### src/rtl/cdb_arbiter.sv
// Common data bus arbiter: three 2-deep result FIFOs feeding one registered CDB.
// Define CDB_ARB_FIXED_PRIO_EN for fixed LSB > ALU > BRU priority (default round-robin).
module cdb_arbiter (
   input  logic        clk,
   input  logic        rst,
   input  logic        rdy,
   input  logic        flush,
   input  logic        alu_valid,
   input  logic [3:0]  alu_tag,
   input  logic [31:0] alu_data,
   input  logic        lsb_valid,
   input  logic [3:0]  lsb_tag,
   input  logic [31:0] lsb_data,
   input  logic        bru_valid,
   input  logic [3:0]  bru_tag,
   input  logic [31:0] bru_data,
   output logic        alu_ready,
   output logic        lsb_ready,
   output logic        bru_ready,
   output logic        cdb_valid,
   output logic [3:0]  cdb_tag,
   output logic [31:0] cdb_data,
   output logic [1:0]  cdb_src
);

   logic [1:0]  cnt   [3];
   logic        rp    [3];
   logic        wp    [3];
   logic [3:0]  ftag  [3][2];
   logic [31:0] fdata [3][2];
   logic [1:0]  last_grant;

   logic [2:0]  in_v;
   logic [3:0]  in_tag  [3];
   logic [31:0] in_data [3];
   logic [2:0]  nonempty;
   logic [2:0]  push;
   logic [2:0]  pop;
   logic        gnt_any;
   logic [1:0]  gnt_idx;

   assign in_v       = {bru_valid, lsb_valid, alu_valid};
   assign in_tag[0]  = alu_tag;
   assign in_tag[1]  = lsb_tag;
   assign in_tag[2]  = bru_tag;
   assign in_data[0] = alu_data;
   assign in_data[1] = lsb_data;
   assign in_data[2] = bru_data;

   // Ready depends only on registered occupancy, never on this cycle's pop.
   assign alu_ready = (cnt[0] < 2'd2) && rdy;
   assign lsb_ready = (cnt[1] < 2'd2) && rdy;
   assign bru_ready = (cnt[2] < 2'd2) && rdy;

   always_comb begin
      for (int i = 0; i < 3; i++) begin
         nonempty[i] = (cnt[i] != 2'd0);
      end
   end

`ifdef CDB_ARB_FIXED_PRIO_EN
   always_comb begin
      gnt_any = 1'b1;
      gnt_idx = 2'd0;
      if (nonempty[1]) begin
         gnt_idx = 2'd1;
      end else if (nonempty[0]) begin
         gnt_idx = 2'd0;
      end else if (nonempty[2]) begin
         gnt_idx = 2'd2;
      end else begin
         gnt_any = 1'b0;
      end
   end
`else
   function automatic logic [1:0] rr_idx(input logic [1:0] base, input logic [1:0] k);
      logic [2:0] s;
      s = {1'b0, base} + {1'b0, k};
      if (s >= 3'd3) begin
         s = s - 3'd3;
      end
      return s[1:0];
   endfunction

   // Search starts one past the last winner and wraps through all three.
   always_comb begin
      logic [1:0] idx;
      gnt_any = 1'b0;
      gnt_idx = 2'd0;
      idx     = 2'd0;
      for (int k = 1; k <= 3; k++) begin
         idx = rr_idx(last_grant, 2'(k));
         if (!gnt_any && nonempty[idx]) begin
            gnt_any = 1'b1;
            gnt_idx = idx;
         end
      end
   end
`endif

   always_comb begin
      for (int i = 0; i < 3; i++) begin
         push[i] = rdy && !flush && in_v[i] && (cnt[i] < 2'd2);
         pop[i]  = rdy && !flush && gnt_any && (gnt_idx == 2'(i));
      end
   end

   always_ff @(posedge clk) begin
      for (int i = 0; i < 3; i++) begin
         if (push[i]) begin
            ftag[i][wp[i]]  <= in_tag[i];
            fdata[i][wp[i]] <= in_data[i];
         end
      end
   end

   always_ff @(posedge clk or negedge rst) begin
      if (!rst) begin
         for (int i = 0; i < 3; i++) begin
            cnt[i] <= 2'd0;
            rp[i]  <= 1'b0;
            wp[i]  <= 1'b0;
         end
         last_grant <= 2'd2;
         cdb_valid  <= 1'b0;
         cdb_tag    <= 4'd0;
         cdb_data   <= 32'd0;
         cdb_src    <= 2'd0;
      end else if (rdy) begin
         if (flush) begin
            for (int i = 0; i < 3; i++) begin
               cnt[i] <= 2'd0;
               rp[i]  <= 1'b0;
               wp[i]  <= 1'b0;
            end
            cdb_valid <= 1'b0;
         end else begin
            for (int i = 0; i < 3; i++) begin
               if (push[i]) begin
                  wp[i] <= ~wp[i];
               end
               if (pop[i]) begin
                  rp[i] <= ~rp[i];
               end
               cnt[i] <= cnt[i] + {1'b0, push[i]} - {1'b0, pop[i]};
            end
            cdb_valid <= gnt_any;
            if (gnt_any) begin
               cdb_tag    <= ftag[gnt_idx][rp[gnt_idx]];
               cdb_data   <= fdata[gnt_idx][rp[gnt_idx]];
               cdb_src    <= gnt_idx;
               last_grant <= gnt_idx;
            end
         end
      end
   end

endmodule

### config.mk
export PLATFORM = sky130hd
export DESIGN_NAME = cdb_arbiter
export DESIGN_NICKNAME = d
export VERILOG_FILES = /design/src/rtl/cdb_arbiter.sv
export SDC_FILE = /design/constraint.sdc
export NUM_CORES = 1
export LEC_CHECK = 0
export ABC_AREA = 1
export BUFFER_PORTS_ARGS = -buffer_cell sky130_fd_sc_hd__buf_2
export CAP_MARGIN = 5
export CORE_MARGIN = 3
export CORE_UTILIZATION = 62
export CTS_CLUSTER_SIZE = 28
export DETAILED_ROUTE_END_ITERATION = 7
export MAX_ROUTING_LAYER = met4
export PLACE_DENSITY = 0.82
export SYNTH_ARGS = -nofsm -noshare
export SYNTH_HDL_FRONTEND = slang
export SYNTH_SLANG_ARGS = --single-unit
### constraint.sdc
create_clock -name clk -period 5.9 [get_ports clk]
set_clock_uncertainty 0.1 [all_clocks]
set_input_delay 1.77 -clock clk [delete_from_list [all_inputs] [get_ports clk]]
set_output_delay 1.77 -clock clk [all_outputs]
set_load 0.05 [all_outputs]
* After elaboration in Yosys (flattened, before gate mapping) *
Memories as Yosys holds them, arrays and structs flattened.
Cells that the tools add are included.

word-level totals
  flip-flop bits (word level) = 53
  bits in writable memories = 216
  output and inout bits = 42
  memories kept = 2
  logic and storage cells = 153
  input port bits = 115

cells by class
  bitwise gates (word level) = 12
  reductions and logical operators = 39
  add/sub/neg operators = 12
  equal/unequal tests = 2
  $lt $le $gt $ge = 17
  multiplexer cells = 55

memories
  memory  words  bits a word  rd ports  clocked after memory_dff  wr ports  RTL line  text
  fdata   3      64           1         0                         3         30        logic [31:0] fdata [3][2];
  ftag    3      8            1         0                         3         29        logic [3:0] ftag [3][2];

operator list
  operator             count
  $mux 32              6
  $mux 64              3
  $demux 32 s1         3
  $mux 4               6
  $mux 8               3
  $logic_and 1x1->1    19
  $mux 1               18
  $reduce_bool 2->1    9
  $demux 4 s1          3
  $mux 2               6
  $reduce_and 2->1     6
  $ge 3x2->1 const B   3
  $lt 2x3->1 const B   3
  $bmux 1 s2           4
  $ge 2x2->1 const B   4
  $not 1->2            4
  $not 1->1            7
  $add 2x1->2          3
  $add 2x2->3 const B  2
  $lt 2x1->1 const B   3
  $lt 2x2->1 const B   3
  $mux 3               2
  $mux 6               1
  $sub 2x1->2          3
  other kinds (9)      13

* Longest topological paths before layout *
  depth after elaboration = 20
  depth in mapped cells = 18
  gate-level depth less buffers = 17

* Worst setup path before layout *
OpenSTA, ideal clock, no wires.

  kind = input to output
  start = input rdy
  end = output alu_ready
  data arrival time = 2604 ps
  cell stages on the path = 2
  setup slack = 1426 ps
  path buffers = 0
  cell sequence = clkinv_1 nor2_1

between the ends
  longest elaborated chain between the ends = 1

ends and longest elaborated chain
  element            RTL line  text
  start, declared    6         input logic rdy,
  $logic_and 1x1->1  51        assign alu_ready = (cnt[0] < 2'd2) && rdy;
  end, declared      17        output logic alu_ready,

Every way passes these cells.

* Final worst setup path *
  start = input rdy
  end = output bru_ready

between the ends
  longest elaborated chain between the ends = 1

ends and longest elaborated chain
  element            RTL line  text
  $logic_and 1x1->1  53        assign bru_ready = (cnt[2] < 2'd2) && rdy;
  end, declared      19        output logic bru_ready,

Every way passes these cells.

==> results.md <==
- Outcome: completed
- Count of final setup violators: 0
- End of the critical path: bru_ready
- Launching point of the worst reg2reg path: cdb_src[0]
- Post-Layout Inst Area: 13200 µm²
- Cell Rows: 48
- Number of buffers on the longest clock path: 3
- CTS Root Cell: sky130_fd_sc_hd__clkbuf_16
- Starting density of the core: between 60% and 70%
- Clock tree from TritonCTS: yes
- Clock Latency Late Sink: about 0.55 ns
- Via count: 8210
- Utilization of the core after routing: 75.2%
- Total area of sequential cells: 7790 µm²
- Syn Nets: 1165
- Number of levels in the clock H-tree: 1
- Number of nets in the layout: between 1000 and 1500
- Area overhead of the layout relative to synthesis: 16.4%
- Chip Height: 141 µm
- Global-route wire length before repair: 42100 µm
- Number of CTS-inserted buffers: 27
- Fill count: between 1000 and 1500
- Die outline width: 141 µm
- Clk pin slew, worst setup/hold paths: 0.06 ns
- Min-Delay Path Class: flip-flop to flip-flop
- Max Slew Vio Count: 0
- Count of input and output buffers: 156
- Share of cells above drive strength 1: 21.6%
- Count of warnings emitted by yosys: 0
- Final min period: roughly 4.5 ns
- Worst Reg2Reg Path Length in Cells: 17
- Number of DRC markers after the initial detailed-route iteration: ~850
- Final total negative setup slack: 0 ns
- Number of maximum-capacitance constraint violations: 0
- Placed instance count: 1382
- Headroom to the max-slew limit: ~15%
- HPWL Detailed: 15900 µm
- Setup repair after global routing missed its margin: false
- Crit path required time: just over 4 ns
- Crit Reg-Reg Endpoint: cdb_data[5]
- Share of the yosys chip area belonging to registers: 68.5%
- Mapped Area: 11400 µm²
- Fmax: between 200 and 250 MHz
- GP Congestion: 0.863
- Path type of the worst setup path: primary input to output port
- Detailed-route wire length per cell: about 19 µm
- Clock Sink Count: 268
- Distinct cells, synth: 33
- Hold violation total from the final report: 0
- Floorplan core area: 17600 µm²
- Mean post-synth cell area: 10.9 µm²
- Area of the multi-input gates: 2980 µm²
- Final Instance Count excl. Fillers: between 1000 and 1500
- Post_cts resized: 0
- DR pass1 iterations: 6
- Worst reg-to-reg setup slack: 1.86 ns
- Number of antenna violations at the first check in global routing: 2
- Post-DP Area: about 12000 µm²
- Setup crit start: rdy
- Number of DRC violations after detailed routing: 0
- Final Cycle Share: 75.7%
- Arrival time worst endpoint: 2.60 ns
- Overall track demand over capacity in global routing: 27.8%
- Via-to-Cell Ratio: roughly 5.7
- Count of state elements after synthesis: 268
- Post-CTS Setup Repair Bufs: 0
- Critical Path Start Type: primary input
- Aggregate routed wire length: about 27000 µm
- Post-Synthesis Cells: 1040
- Number of primary I/O pins: 157
- Final global-route overflow total: 0
- Category of the worst setup path capture point: output port
- Final ANT Viol Nets: 0
- Largest fanout of any net on the critical path: 8
- Slew at the pin closest to its max-slew limit: about 1.3 ns
- CTS hold repair buffers: 0
- Via count of the first global-routing pass: roughly 8200
- Maximum number of pins on one net before global-route repair: 75
- Die outline area: 20000 µm²
-- state kept, by name, indices dropped and copies added (netlist names) --
signal and count:
cdb_tag 4, rp 3, cdb_valid 1, cnt 6, cdb_data 32, ftag 24, last_grant 1, fdata 192
cdb_src 2, wp 3
-- how the worst min path moves through the flow --
stage	startpoint	cells after the start	end	slack, ns
detailed placement	cdb_data[26]	2	cdb_data[26]	0.36
CTS	cdb_data[26]	2	cdb_data[26]	0.38
finish	cdb_data[22]	2	cdb_data[22]	0.37
global placement	cdb_data[23]	2	cdb_data[23]	0.36
floorplan	rp[2]	1	rp[2]	0.36
global route	cdb_data[26]	2	cdb_data[26]	0.39
-- Yosys cell counts (all sizes together) --
| cell | number | area, µm² |
|---|---|---|
| xor2 | 3 | 26.3 |
| nand3 | 231 | 1180 |
| and2 | 2 | 12.5 |
| a22o | 2 | 17.5 |
| or2 | 36 | 225 |
| nand2 | 288 | 1090 |
| a21oi | 4 | 20.0 |
| dfrtp | 51 | 1280 |
| edfxtp | 216 | 6490 |
| ha | 10 | 125 |
| buf | 36 | 220 |
| o21bai | 1 | 7.51 |
| o22ai | 3 | 18.8 |
| inv | 98 | 370 |
| nor2 | 23 | 98.8 |
| a31oi | 3 | 18.8 |
| xnor2 | 1 | 8.76 |
| clkinv | 1 | 3.75 |
| clkbuf | 16 | 60.1 |
| dfstp | 1 | 26.3 |
| o21ai | 14 | 70.1 |
-- cell families after synthesis --
kind of cell / count (synthesis) / synth area share, %
and+or+nand+nor: 580 / 22.9
buffers and inverters: 151 / 5.76
adders and majority gates: 10 / 1.10
xor gates and xnor gates: 4 / 0.308
AOI/OAI and AO/OA: 27 / 1.34
DFF: 268 / 68.5
-- worst max-delay path, cell delays in order --
cell and delay [ns]:
sky130_fd_sc_hd__buf_2 0.16, sky130_fd_sc_hd__clkinv_1 0.23, sky130_fd_sc_hd__nor2_1 0.15, sky130_fd_sc_hd__buf_2 0.28
-- cell usage in the layout, fill, tap and decap left out, types with 5 or more instances in the layout --
master                      synthesis  final
sky130_fd_sc_hd__clkbuf_1          16      6
sky130_fd_sc_hd__nor2_1            18     12
sky130_fd_sc_hd__buf_4             11     13
sky130_fd_sc_hd__or2_2             27     27
sky130_fd_sc_hd__clkbuf_8           0      6
sky130_fd_sc_hd__o21ai_0           14     14
sky130_fd_sc_hd__clkbuf_16          0     27
sky130_fd_sc_hd__or2_0              6      6
sky130_fd_sc_hd__buf_2             11    156
sky130_fd_sc_hd__nand2_1          286    284
sky130_fd_sc_hd__edfxtp_1         216    216
sky130_fd_sc_hd__dfrtp_1           51     51
sky130_fd_sc_hd__inv_1             94     93
sky130_fd_sc_hd__ha_1              10     10
sky130_fd_sc_hd__nor2_4             0      6
sky130_fd_sc_hd__nand3_1          228    228
sky130_fd_sc_hd__nor2_2             5      5
-- through the flow --
stage / hold WS, ns / setup WS (ns)
2_1_floorplan: 0.357 / 1.43
3_3_place_gp: 0.357 / 1.45
3_5_place_dp: 0.361 / 1.45
4_1_cts: 0.376 / 1.42
5_1_grt: 0.393 / 1.36
6_report: 0.374 / 1.43
-- routing by layer --
metal	part of all wire [%]	up-vias	routed length [µm]	track usage, %
li1	-	3803	-	-
met1	39	3845	10400	37.3
met2	48	486	12800	44.3
met3	10	76	2800	5.16
met4	2.9	0	776	8.43
met5	0	-	0	-
-- cell type report --
class | instances | area share (%)
Sequential cell | 268 | 58.9
Inverter | 99 | 2.84
Clock buffer | 39 | 5.90
Antenna cell | 2 | 0.0378
Clock inverter | 11 | 1.09
Timing Repair Buffer | 169 | 6.64
Tap cell | 225 | 2.13
Multi-Input combinational cell | 621 | 22.5
Power is not shown: default switching activity piles up to over one toggle a cycle in this logic, so the estimate is an artifact.
